**config.mk**
```make
export PLATFORM = sky130hd
export DESIGN_NAME = riscv_dmem_arbiter
export DESIGN_NICKNAME = d
export VERILOG_FILES = /design/src/rtl/riscv_dmem_arbiter.sv
export SDC_FILE = /design/constraint.sdc
export NUM_CORES = 1
export LEC_CHECK = 0
export ABC_AREA = 1
export ABC_CLOCK_PERIOD_IN_PS = 910
export BUFFER_PORTS_ARGS = -buffer_cell sky130_fd_sc_hd__buf_2
export CAP_MARGIN = 40
export CORE_AREA = 2 2 119 121
export DETAILED_ROUTE_END_ITERATION = 8
export DIE_AREA = 0 0 121 123
export HOLD_SLACK_MARGIN = 0.06
export PLACE_DENSITY = 0.55
export SKIP_CTS_REPAIR_TIMING = 1
export SYNTH_ARGS = -nofsm -noshare
export SYNTH_HDL_FRONTEND = slang
export SYNTH_SLANG_ARGS = --single-unit
```
**constraint.sdc**
```tcl
create_clock -name i_clk -period 0.91 [get_ports i_clk]
set_clock_uncertainty 0.2 [all_clocks]
set_input_delay 0.091 -clock i_clk [delete_from_list [all_inputs] [get_ports i_clk]]
set_output_delay 0.091 -clock i_clk [all_outputs]
set_load 0.05 [all_outputs]
```
**src/rtl/riscv_dmem_arbiter.sv**
```systemverilog
// Core/external data-memory arbiter: combinational grant, external read data returned one cycle after grant.
// Losers see o_c_stall / o_e_ready=0. Define DMEM_ARB_STARVE_EN for starvation-forced external priority.
module riscv_dmem_arbiter #(
  parameter int XLEN         = 32,
  parameter int STARVE_LIMIT = 4
) (
  input  logic            i_clk,
  input  logic            i_rst,
  input  logic            i_c_req,
  input  logic            i_c_wen,
  input  logic [XLEN-1:0] i_c_addr,
  input  logic [XLEN-1:0] i_c_wdata,
  input  logic [3:0]      i_c_byte_sel,
  output logic            o_c_stall,
  output logic [XLEN-1:0] o_c_rdata,
  input  logic            i_e_valid,
  input  logic            i_e_wen,
  input  logic [XLEN-1:0] i_e_addr,
  input  logic [XLEN-1:0] i_e_wdata,
  input  logic [3:0]      i_e_byte_sel,
  output logic            o_e_ready,
  output logic            o_e_rvalid,
  output logic [XLEN-1:0] o_e_rdata,
  output logic [XLEN-1:0] o_mem_addr,
  output logic            o_mem_wen,
  output logic [XLEN-1:0] o_mem_wdata,
  output logic [3:0]      o_mem_byte_sel,
  input  logic [XLEN-1:0] i_mem_rdata
);

  logic            w_ext_pri;
  logic            w_grant_e;
  logic            w_grant_c;
  logic            r_e_rvalid;
  logic [XLEN-1:0] r_e_rdata;

  generate
    if (STARVE_LIMIT < 1 || STARVE_LIMIT > 15) begin : g_bad_starve_limit
      $error("riscv_dmem_arbiter: STARVE_LIMIT must be in 1..15");
    end
  endgenerate

`ifdef DMEM_ARB_STARVE_EN
  typedef enum logic {
    CORE_PRI = 1'b0,
    EXT_PRI  = 1'b1
  } state_t;

  localparam logic [4:0] LP_LIMIT = 5'(STARVE_LIMIT);

  state_t     r_state;
  logic [3:0] r_starve_cnt;
  logic [4:0] w_cnt_p1;
  logic       w_e_denied;

  assign w_ext_pri  = (r_state == EXT_PRI);
  assign w_e_denied = i_e_valid && !w_grant_e;
  assign w_cnt_p1   = {1'b0, r_starve_cnt} + 5'd1;

  always_ff @(posedge i_clk or posedge i_rst) begin
    if (i_rst) begin
      r_state      <= CORE_PRI;
      r_starve_cnt <= '0;
    end else begin
      if (!w_e_denied) begin
        r_starve_cnt <= '0;
      end else if (r_starve_cnt != 4'hF) begin
        r_starve_cnt <= w_cnt_p1[3:0];
      end
      // EXT_PRI always grants or sees a withdrawn request, so it lasts exactly one cycle.
      if (r_state == CORE_PRI && w_e_denied && w_cnt_p1 >= LP_LIMIT) begin
        r_state <= EXT_PRI;
      end else begin
        r_state <= CORE_PRI;
      end
    end
  end
`else
  assign w_ext_pri = 1'b0;
`endif

  assign w_grant_e = i_e_valid && (w_ext_pri || !i_c_req);
  assign w_grant_c = i_c_req && !w_grant_e;

  assign o_e_ready = w_grant_e;
  assign o_c_stall = i_c_req && w_grant_e;
  assign o_c_rdata = i_mem_rdata;

  always_comb begin
    o_mem_addr     = '0;
    o_mem_wen      = 1'b0;
    o_mem_wdata    = '0;
    o_mem_byte_sel = '0;
    if (w_grant_e) begin
      o_mem_addr     = i_e_addr;
      o_mem_wen      = i_e_wen;
      o_mem_wdata    = i_e_wdata;
      o_mem_byte_sel = i_e_byte_sel;
    end else if (w_grant_c) begin
      o_mem_addr     = i_c_addr;
      o_mem_wen      = i_c_wen;
      o_mem_wdata    = i_c_wdata;
      o_mem_byte_sel = i_c_byte_sel;
    end
  end

  always_ff @(posedge i_clk or posedge i_rst) begin
    if (i_rst) begin
      r_e_rvalid <= 1'b0;
      r_e_rdata  <= '0;
    end else begin
      r_e_rvalid <= w_grant_e && !i_e_wen;
      if (w_grant_e && !i_e_wen) begin
        r_e_rdata <= i_mem_rdata;
      end
    end
  end

  assign o_e_rvalid = r_e_rvalid;
  assign o_e_rdata  = r_e_rdata;

endmodule

```
* Yosys cells after proc, flatten, opt, wreduce, memory -nomap -nowiden
Index checks and enable logic that the tools add are counted.
Word-level totals: flip-flop bits (word level) 33, latch bits 0, bits in writable memories 0, bits in read-only memories 0, input port bits 174, output and inout port bits 136, logic and storage cells 17, memories 0
Operators by class: $add $sub $neg 0, multipliers 0, divide/modulo/power cells 0, magnitude comparators 0, equality and inequality tests 0, shifts and indexed selects 0, multiplexer cells 8, bitwise gates (word level) 0, reductions and logical operators 7
Operators with widths (number):
- 32-bit 2-to-1 mux | 4
- 4-bit 2-to-1 mux | 2
- 1-bit logical AND | 4
- 1-bit zero test | 3
- 1-bit 2-to-1 mux | 2

* Logic depth before layout (Yosys ltp)
depth in word-level cells 6, depth in mapped cells 8, depth with buffers taken out 5

* Least setup slack after synthesis
No wires, ideal clock.
path kind input-to-output, start input i_c_req, end output o_mem_wen, arrival time 1.456 ns, setup slack -0.837 ns, cell stages on the path 4, path through buf_4 > inv_4 > nand2_4 > o21ai_0
Between the ends: word-level cells in the longest chain between the ends 6
RTL lines:
- start: declaration | RTL line 9 | input logic i_c_req,
- 1-bit zero test | RTL line 82 | assign w_grant_e = i_e_valid && (w_ext_pri || !i_c_req);
- 1-bit logical AND | RTL line 82
- 1-bit zero test | RTL line 83 | assign w_grant_c = i_c_req && !w_grant_e;
- 1-bit logical AND | RTL line 83
- 1-bit 2-to-1 mux | RTL line 99 | end else if (w_grant_c) begin
- 1-bit 2-to-1 mux * | RTL line 94 | if (w_grant_e) begin
- end: declaration | RTL line 25 | output logic o_mem_wen,
Mark *: on every way between the ends. The rest lies on a longest branch, timed or not.

* Worst setup path in the final report
start input i_c_req, end output o_mem_wdata[24]
Between the ends: word-level cells in the longest chain between the ends 6
RTL lines:
- 1-bit zero test | RTL line 82
- 1-bit logical AND | RTL line 82
- 1-bit zero test | RTL line 83
- 1-bit logical AND | RTL line 83
- 32-bit 2-to-1 mux | RTL line 99
- 32-bit 2-to-1 mux * | RTL line 94
- end: declaration | RTL line 26 | output logic [XLEN-1:0] o_mem_wdata,
Marked as above.

==> results.md <==
- Run status: finished with violations
- Violations in the final reports: hold timing, setup timing
- Worst-case clock buffer depth: 2
- Unrepaired setup endpoints after global routing: yes
- Number of remaining DRC errors: 0
- Path type of the worst setup path: in2out
- Die outline width: 121 um
- Leakage component of the power: 3.233 nW
- Most common cell in the netlist: nand2_1
- Nature of the critical path endpoint: output pin
- Critical-path top delay cell: buf_12
- Share of the clock period used by the worst path after layout: 1.331
- Standard-cell row count: 43
- Post-layout minimum cycle time: 1.211 ns
- Overall power after layout: 8.885 mW
- Initial antenna violation count: 2
- Routability congestion estimate from global placement: 0.7296
- Mean routed wirelength per cell: 14.97 um
- Initial Utilization: 0.1824
- Most instantiated flip-flop cell in the synthesis netlist: dfrtp_1
- Clk root buf: clkbuf_16
- Synthesized Nets: 578
- Die boundary height: 123 um
- Buffers added on ports: 308
- Nature of the critical path startpoint: input pin
- Fmax: 825.9 MHz
- Area share of the largest cell type after synthesis: 0.4068
- Total wire length after detailed routing: 13.00 mm
- Per-instance average area after synthesis: 6.145 sq um
- Post-synthesis cell area: 2482 sq um
- Max-cap viol count: 0
- Sw Share: 0.4466
- Final Hold Violating Endpoints: 32
- Latest clock arrival within the worst-skew pair: 0.27 ns
- Detailed Route Iter0 Violations: 109
- Yosys synthesis warning count: 0
- Worst Path Required: 0.62 ns
- Number of storage elements in the synthesis netlist: 33
- Post-synthesis sequential area ratio: 0.3327
- Overall track demand over capacity in global routing: 0.1376
- VDD IR-drop max: 806.6 uV
- Clock transition at path regs: 0.06 ns
- Fraction of power consumed by combinational cells: 0.567
- Net total in the final layout: 860
- Post-route antenna net violation count: 0
- Max Transition Viols Final: 0
- Layout cells sized above 1: 0.7307
- Number of setup violations in the final report: 136
- Clock Power Share: 0.218
- Most common library cells after synthesis: nand2_1, buf_4, dfrtp_1, nand4_1, buf_2
- Ys async rst share: 1.000
- Worst path setup slack after routing: -0.3008 ns
- Relative contribution of sequential cells to total power: 0.215
- Number of unique standard cell types used by synthesis: 14
- Internal power: 4.917 mW
- Worst-path fanout max: 5
- Number of global-route vias before repair: 3148
- Number of CTS-inserted buffers: 5
- Number of placed cells counting well taps: 852
- Arr. time, crit path: 0.92 ns
- Main area contributors after synthesis: nand2_1, dfrtp_1, buf_4, nand4_1, buf_2
- Largest area contributor in the netlist: nand2_1
- H-tree Lvls: 2
- Ordered cell list for the critical path: buf_12 > inv_8 > nand2_8 > clkinv_8 > buf_12 > buf_12 > nand2_8 > nand2_8 > buf_8
- Power Dens Cells: 1436 nW/um^2
- Total number of clock tree sinks: 33
- Final Instance Count excl. Fillers: 868
- Worst hold path type: in2reg
- Total half-perimeter wirelength after legalization and detailed placement: 9.575 mm
- Area taken by multi-input logic gates: 2021 sq um
- Total via count in the routed design: 3604
- Core box area: 13610 sq um
- Clock tree from TritonCTS: built
- Largest net degree at the start of global routing: 34
- Filler Cells Inserted: 1317
- Minimum hold slack: -0.1216 ns
- Register Area: 865.8 sq um
- First-pass GRT wire length: 16.28 mm
- DP Worst Slack: -0.5617 ns
- Die area: 14880 sq um
- Global route total overflow: 0
- Syn-to-layout area delta: 149.2%
- Number of iterations in the first detailed-routing pass: 5
- Switching power of the nets: 3.968 mW
- Io pins: 310
- Via-to-Cell Ratio: 4.152
- Number of cells produced by synthesis: 404
- Count of flip-flops with a built-in enable after synthesis: 0
- Largest incremental delay on the critical path: 0.15 ns
==> worst max-delay path, delay by kind of cell <==
kind	cells	cell delay, ns
buffers and inverters	6	0.62
AND/OR/NAND/NOR	3	0.18
==> flip-flops by register name, indices dropped and copies added (netlist names) <==
| name | count |
|---|---|
| o_e_rdata | 32 |
| o_e_rvalid | 1 |
==> cells in the final DEF, fill, tap and decap left out, drive strengths merged <==
| cell | n |
|---|---|
| dlygate4sd3 | 1 |
| clkinv | 3 |
| buf | 332 |
| nand3 | 1 |
| nand4 | 32 |
| inv | 3 |
| clkbuf | 7 |
| diode | 1 |
| dfrtp | 33 |
| o21ai | 1 |
| clkinvlp | 2 |
| nand2 | 270 |
| conb | 1 |
| bufinv | 1 |
==> power groups by stage <==
stage                     logic, mW  clock network (mW)  registers [mW]
after floorplan                2.15                   0            2.70
after global placement         3.99                   0            1.87
after detailed placement       4.01                   0            1.88
after CTS                      4.01                2.00            1.86
after global routing           5.25                2.08            1.94
final                          5.03                1.94            1.91
==> layout make-up <==
type,instances,share of cell area
repair buffers,335,0.4607
multi-input cells,305,0.3266
flip-flops and latches,33,0.1399
well taps,180,0.03640
clock buffers,5,0.02022
clock inverters,3,0.007482
inverters,5,0.006876
repair inverters,1,0.001416
diodes,1,0.0004044
==> cell families after synthesis <==
logic type | Yosys count | share of synthesized area
compound gates | 1 | 0.002014
buf+inv | 66 | 0.1678
flops | 33 | 0.3327
other cells | 1 | 0.001511
simple gates | 303 | 0.4960
==> per-stage QoR <==
stage                     instance area (sq um)  utilization  hold WS [ns]  TNS (ns)
after global placement                     4767       0.3502      -0.06804    -49.48
after floorplan                            3212            -       -0.1755    -13.88
after global routing                       6187       0.4545       -0.1246    -34.69
final                                      6187       0.4545       -0.1216    -29.28
after detailed placement                   4767       0.3502      -0.06559    -50.67
after CTS                                  4938       0.3628       -0.3629    -50.54
==> routing by layer <==
metal,wire length (um),track usage,up-vias
li1,-,-,1786
met1,5010,0.1786,1638
met2,6911,0.2437,166
met3,905,0.02583,12
met4,154,0.01744,2
met5,13,0,-
==> path summary, 6_finish.rpt <==
check                                      from               to  slack [ns]  cells past startpoint
worst min-delay path            i_mem_rdata[29]    o_e_rdata[29]       -0.12                      3
min in group asynchronous                 i_rst     o_e_rdata[3]        0.18                      4
worst min register to register    o_e_rdata[10]    o_e_rdata[10]        0.28                      2
max in group asynchronous                 i_rst    o_e_rdata[18]        0.15                      4
worst max register to register    o_e_rdata[19]    o_e_rdata[19]        0.07                      2
worst max-delay path                    i_c_req  o_mem_wdata[24]       -0.30                      9
(Power assumes the default switching activity.)
